[config.mk]
export PLATFORM = sky130hd
export DESIGN_NAME = sc_clock_sequencer
export DESIGN_NICKNAME = d
export VERILOG_FILES = /design/src/rtl/sc_clock_sequencer.sv
export SDC_FILE = /design/constraint.sdc
export NUM_CORES = 1
export LEC_CHECK = 0
export CAP_MARGIN = 5
export CORE_ASPECT_RATIO = 2
export CORE_MARGIN = 8
export CORE_UTILIZATION = 45
export CTS_CLUSTER_DIAMETER = 30
export CTS_CLUSTER_SIZE = 16
export DETAILED_ROUTE_END_ITERATION = 6
export GPL_TIMING_DRIVEN = 1
export PLACE_DENSITY = 0.9
export SYNTH_ARGS = -nofsm -noshare
export SYNTH_HDL_FRONTEND = slang
export SYNTH_SLANG_ARGS = --single-unit
export TNS_END_PERCENT = 1
[constraint.sdc]
create_clock -name clock -period 4.2 [get_ports clock]
set_input_delay 0.84 -clock clock [delete_from_list [all_inputs] [get_ports clock]]
set_output_delay 0.84 -clock clock [all_outputs]
set_load 0.02 [all_outputs]
[src/rtl/sc_clock_sequencer.sv]
// rtl/sc_clock_sequencer.sv - four-phase clock sequencer with run/halt/step, PC breakpoint and retire counter
// Every output is a flop, so the phase clocks never glitch.
module sc_clock_sequencer #(
  parameter int CNT_W = 32
) (
  input  logic             clock,
  input  logic             resetn,
  input  logic             run,
  input  logic             step,
  input  logic             bp_en,
  input  logic [31:0]      bp_addr,
  input  logic [31:0]      pc,
  output logic             cpu_clock,
  output logic             imem_clock,
  output logic             dmem_clock,
  output logic             running,
  output logic             bp_hit,
  output logic [CNT_W-1:0] instr_count
);

  typedef enum logic [1:0] {
    ST_HALT = 2'd0,
    ST_RUN  = 2'd1,
    ST_STEP = 2'd2
  } state_t;

  state_t           state_q, state_d;
  logic [1:0]       ph_q, ph_d;
  logic             first_q, first_d;
  logic             bp_hit_q, bp_hit_d;
  logic [CNT_W-1:0] cnt_q, cnt_d;
  logic             imem_q, imem_d;
  logic             dmem_q, dmem_d;
  logic             cpu_q, cpu_d;
  logic             running_q, running_d;
  logic             bp_cond;

  // first masks the breakpoint for the instruction a resumed run starts on
  assign bp_cond = bp_en && (pc == bp_addr) && !first_q;

  always_comb begin
    state_d  = state_q;
    ph_d     = ph_q;
    first_d  = first_q;
    bp_hit_d = bp_hit_q;
    cnt_d    = cnt_q;

    if (ph_q == 2'd3) begin
      case (state_q)
        ST_HALT: begin
          if (run) begin
            state_d  = ST_RUN;
            ph_d     = 2'd0;
            first_d  = 1'b1;
            bp_hit_d = 1'b0;
          end else if (step) begin
            state_d  = ST_STEP;
            ph_d     = 2'd0;
            bp_hit_d = 1'b0;
          end
        end
        ST_RUN: begin
          if (!run) begin
            state_d = ST_HALT;
          end else if (bp_cond) begin
            state_d  = ST_HALT;
            bp_hit_d = 1'b1;
          end else begin
            ph_d = 2'd0;
          end
        end
        ST_STEP: state_d = ST_HALT;
        default: state_d = ST_HALT;
      endcase
    end else begin
      ph_d = ph_q + 2'd1;
      if (ph_q == 2'd1) begin
        cnt_d   = cnt_q + CNT_W'(1);
        first_d = 1'b0;
      end
    end

    // Outputs are decoded from the next phase so they line up with it once registered
    running_d = (state_d != ST_HALT);
    imem_d    = running_d && (ph_d == 2'd0);
    dmem_d    = running_d && (ph_d == 2'd1);
    cpu_d     = running_d && (ph_d == 2'd2);
  end

  always_ff @(posedge clock or negedge resetn) begin
    if (!resetn) begin
      state_q   <= ST_HALT;
      ph_q      <= 2'd3;
      first_q   <= 1'b0;
      bp_hit_q  <= 1'b0;
      cnt_q     <= '0;
      imem_q    <= 1'b0;
      dmem_q    <= 1'b0;
      cpu_q     <= 1'b0;
      running_q <= 1'b0;
    end else begin
      state_q   <= state_d;
      ph_q      <= ph_d;
      first_q   <= first_d;
      bp_hit_q  <= bp_hit_d;
      cnt_q     <= cnt_d;
      imem_q    <= imem_d;
      dmem_q    <= dmem_d;
      cpu_q     <= cpu_d;
      running_q <= running_d;
    end
  end

  assign cpu_clock   = cpu_q;
  assign imem_clock  = imem_q;
  assign dmem_clock  = dmem_q;
  assign running     = running_q;
  assign bp_hit      = bp_hit_q;
  assign instr_count = cnt_q;

endmodule

======== Yosys cells after proc, flatten, opt, wreduce, memory -nomap -nowiden ========
Cells that the tools add are included.
cells by class
  add/subtract/negate cells ............... 2
  eq/ne operators ......................... 11
  multiplexer cells ....................... 21
  bitwise operators ....................... 1
  reductions and logical operators ........ 14
operators with widths
  operator                 number
  $add A32 B1 Y32 const B  1
  $eq A32 B32 Y1           1
  $mux W2                  10
  $mux W1                  8
  $pmux W2 S2              2
  $eq A2 B1 Y1 const B     3
  $ne A2 B2 Y1 const B     3
  $reduce_bool A2 Y1       3
  $logic_and A1 B1 Y1      5
  $reduce_and A5 Y1        1
  $eq A2 B2 Y1 const B     2
  $logic_not A2 Y1         2
  $ne A3 B3 Y1 const B     1
  $reduce_and A3 Y1        1
  $add A2 B1 Y2 const B    1
  $ne A2 B1 Y1 const B     1
  $pmux W1 S2              1
  $reduce_and A2 Y1        1
  $logic_not A1 Y1         1
  $not A1 Y1               1
storage, ports and cells
  register bits ........................... 42
  input port bits ......................... 69
  word-level logic and storage cells ...... 58

======== Logic depth before layout (Yosys ltp) ========
  word-level depth ........................ 9
  mapped depth ............................ 7
  mapped depth without buffers ............ 7

======== Worst setup path after synthesis ========
No wires, ideal clock.
  path kind ............................... input port to flip-flop
  start ................................... input pc[21]
  end ..................................... register running_q (netlist: running)
  setup time .............................. 0.140 ns
  data arrival time ....................... 1.853 ns
  required time ........................... 4.060 ns
  path slack .............................. 2.208 ns
  cell stages on the path ................. 5
  buffers on the path ..................... 0
  cell sequence ........................... nor2b_1 a2111o_1 nor4_2 and4_1 o22ai_1
on the way
  word-level cells in the longest chain between the ends .. 8
ends and longest elaborated chain
  item                              line  text
  start, declared                   12    input logic [31:0] pc,
  $eq A32 B32 Y1                    39    assign bp_cond = bp_en && (pc == bp_addr) && !first_q;
  $logic_and A1 B1 Y1 (2 in a row)  39
  $mux W2                           65    end else if (bp_cond) begin
  $mux W2                           63    if (!run) begin
  $pmux W2 S2                       49    case (state_q)
  $mux W2                           48    if (ph_q == 2'd3) begin
  $reduce_bool A2 Y1                84    running_d = (state_d != ST_HALT);
  net running_d                     35    logic running_q, running_d;
  end signal, assigned              110   running_q <= running_d;
  end, declared                     35
The timed path passes the listed nets, and every way through them passes these cells.
A chain may end at the register's enable or synchronous reset.

======== Worst setup path after layout ========
  start ................................... register cnt_q[13] (netlist: instr_count[13])
  end ..................................... output instr_count[13]
RTL lines
  item                    line  text
  start, declared         31    logic [CNT_W-1:0] cnt_q, cnt_d;
  start signal, assigned  106   cnt_q <= cnt_d;
  end, declared           18    output logic [CNT_W-1:0] instr_count
No word-level cell between the ends.

==> impl_results.md <==
* Status: finished clean
* CTS hold repair buffers at 0
* Routing usage on met1 at 14.6%
* Final WS setup at 1.89 ns
* Core ar. at 5090 sq um
* Post-Layout Cell Count at 400
* Mean Syn Cell Area at 10.2 sq um
* Clock buffer depth at 2
* Buffers on Ports at 105
* DR vias/cell at 5.23
* Final wirelength at 6.24 mm
* Pwr/cell area at 354 nW/um^2
* Leading cell type in the layout, fill and taps excluded: clkdlybuf4s50_1
* Post-DP HPWL at 5.34 mm
* WHS at 0.489 ns
* Post-route cell area at 3550 sq um
* Critical Path Start Type: flop
* VDD IR max at 340 uV
* Worst path required time at 3.36 ns
* Hold path start: instr_count[31]
* First-pass GRT wire length at 10.3 mm
* Post-synth top area share at 42.8%
* Worst-skew pair later-pin latency at 0.30 ns
* Total Routing Usage GR at 16.4%
* Mapped Cells at 230
* Slew HR at 39.3%
* Die height at 118 um
* Post-placement cell area at 3450 sq um
* CP Class: reg2out
* Crit-path cells: clkdlybuf4s50_1
* GRT met3 Usage at 6.10%
* Total die area at 7900 sq um
* Largest net degree at the start of global routing at 43
* Area Overhead vs Synth at 51.7%
* CP delay by family, top: buffers and inverters
* Worst path slowest cell: clkdlybuf4s50_1
* Initial Util at 45.9%
* CTS clk-pin slew, worst paths at 0.08 ns
* 1st-iter DRT viols at 75
* Antenna-violating nets left at 0
* CTS tree: yes
* Yosys Warn Count at 0
* Arrival time worst endpoint at 1.47 ns
* Cts repair resizes at 0
* Register area share after synthesis at 45.0%
* Grt ovf at 0
* Max Transition Viols Final at 0
* Crit-path max cell delay at 0.67 ns
* Commonest cells after routing, fill and taps aside: 104 x clkdlybuf4s50_1, 40 x dfrtp_1, 39 x xnor2_1
* Row cnt at 37
* WL/cell at 15.6 um
* Share of cells above drive strength 1 at 7.89%
* Pleak at 1.50 nW
* Synth Register Bits at 42
* Total power at 1.26 mW
* Transition time of the tightest slew-check pin at 0.911 ns
* Post-Place Setup Slack at 1.60 ns
* Hold Vio Cnt, Final at 0
* # fillers at 380
* Max_cap viols at 0
* Via count at 2090
* GR Util met2 at 30.5%
* Inst Count DP at 392
* Post-CTS Repair Setup Buffers at 0
* R2r startpoint: ph_q[0]
* Share of the clock period used by the worst path at 55.1%
* Syn_nets at 302
* Post-synth top area cell: dfrtp_1
* Post-layout util at 69.7%
* Fmax at 432 MHz
* CTS Root Cell: clkbuf_8
* Initial antenna violation count at 0
* CTS Buf Count at 5
* Post-synthesis cell type count at 38
* RSZ-0062 raised after global routing: false
* Final net count at 413
* H-tree lvl count at 2
* Die Width at 67.0 um
* Critical Path Fanout Max at 7
* Post-Syn Area at 2340 sq um
* Setup TNS at 0 ns
* 1st-pass router iterations at 4
* HP Class: reg2reg
* Remaining DRCs at 0
* Worst Setup SP: instr_count[13]
* Post-Route Skew at 0.00527 ns
* Minimum clock period at 2.31 ns
* Number of global-route vias before repair at 2370
* Ports at 106
* Synth top area cells: dfrtp_1 43%, xnor2_1 15%, xor2_1 5.2%
* CP endpoint kind: output port
* Crit path buf inv count at 1
* Final setup viols at 0
* Clock sinks at 42
* Busiest grt layer: met2
* RePlAce Congestion at 0.774
* ANT cells at 0
-- path summary, 6_finish.rpt --
kind | end | slack, ns | depth (start not counted)
setup / recovery | instr_count[13] | 1.89 | 1
min in group asynchronous | instr_count[9] | 0.67 | 1
hold / removal | instr_count[31] | 0.49 | 1
hold reg to reg | instr_count[31] | 0.49 | 1
setup reg to reg | instr_count[31] | 1.98 | 6
max in group asynchronous | instr_count[25] | 2.96 | 1
-- layout make-up --
class	count	area, sq um	area share, %
multi-input cells	174	1230	34.8
well taps	58	72.6	2.04
clock inverters	2	12.5	0.352
clock buffers	6	82.6	2.33
flip-flops and latches	42	1050	29.7
repair buffers	105	1050	29.5
inverters	13	48.8	1.37
-- cells by family (layout without fill, tap and decap cells) --
logic type | Yosys count | after routing | synth area share, %
mux | 3 | 3 | 1.39
fa+ha+maj | 3 | 3 | 1.60
compound gates | 16 | 16 | 5.03
simple gates | 99 | 99 | 24.9
flops | 42 | 42 | 45.0
buf+inv | 14 | 126 | 2.25
xor+xnor | 53 | 53 | 19.8
-- synthesized netlist by cell type, drive strengths merged --
| master | number |
|---|---|
| nor2 | 16 |
| o21ai | 2 |
| nand3 | 11 |
| and4 | 2 |
| nand4 | 10 |
| or3 | 1 |
| o22ai | 2 |
| ha | 3 |
| nor2b | 5 |
| xnor2 | 39 |
| nor3 | 8 |
| clkbuf | 1 |
| o21a | 2 |
| dfstp | 2 |
| mux2i | 1 |
| nand2b | 12 |
| a221o | 1 |
| nand3b | 1 |
| a21oi | 3 |
| a2111o | 1 |
| and3 | 6 |
| xor2 | 14 |
| o2111ai | 4 |
| inv | 13 |
| mux2 | 2 |
| nand2 | 21 |
| nor4 | 4 |
| dfrtp | 40 |
| a41oi | 1 |
| and2b | 2 |
-- registers in the layout, indices dropped and copies added (netlist names) --
name and cells:
cpu_clock 1, instr_count 32, imem_clock 1, state_q 2
bp_hit 1, dmem_clock 1, first_q 1, running 1
ph_q 2
-- per-layer routing --
| metal | wire length, um | part of all wire [%] |
|---|---|---|
| met1 | 2060 | 33 |
| met4 | 138 | 2.2 |
| met5 | 0 | 0 |
| met2 | 3400 | 55 |
| met3 | 631 | 10 |
-- power by group --
part | switching, mW | internal [mW]
logic | 0.206 | 0.236
registers | 0.0674 | 0.475
clock network | 0.140 | 0.132
No activity file was read; power rests on OpenSTA's default activity.
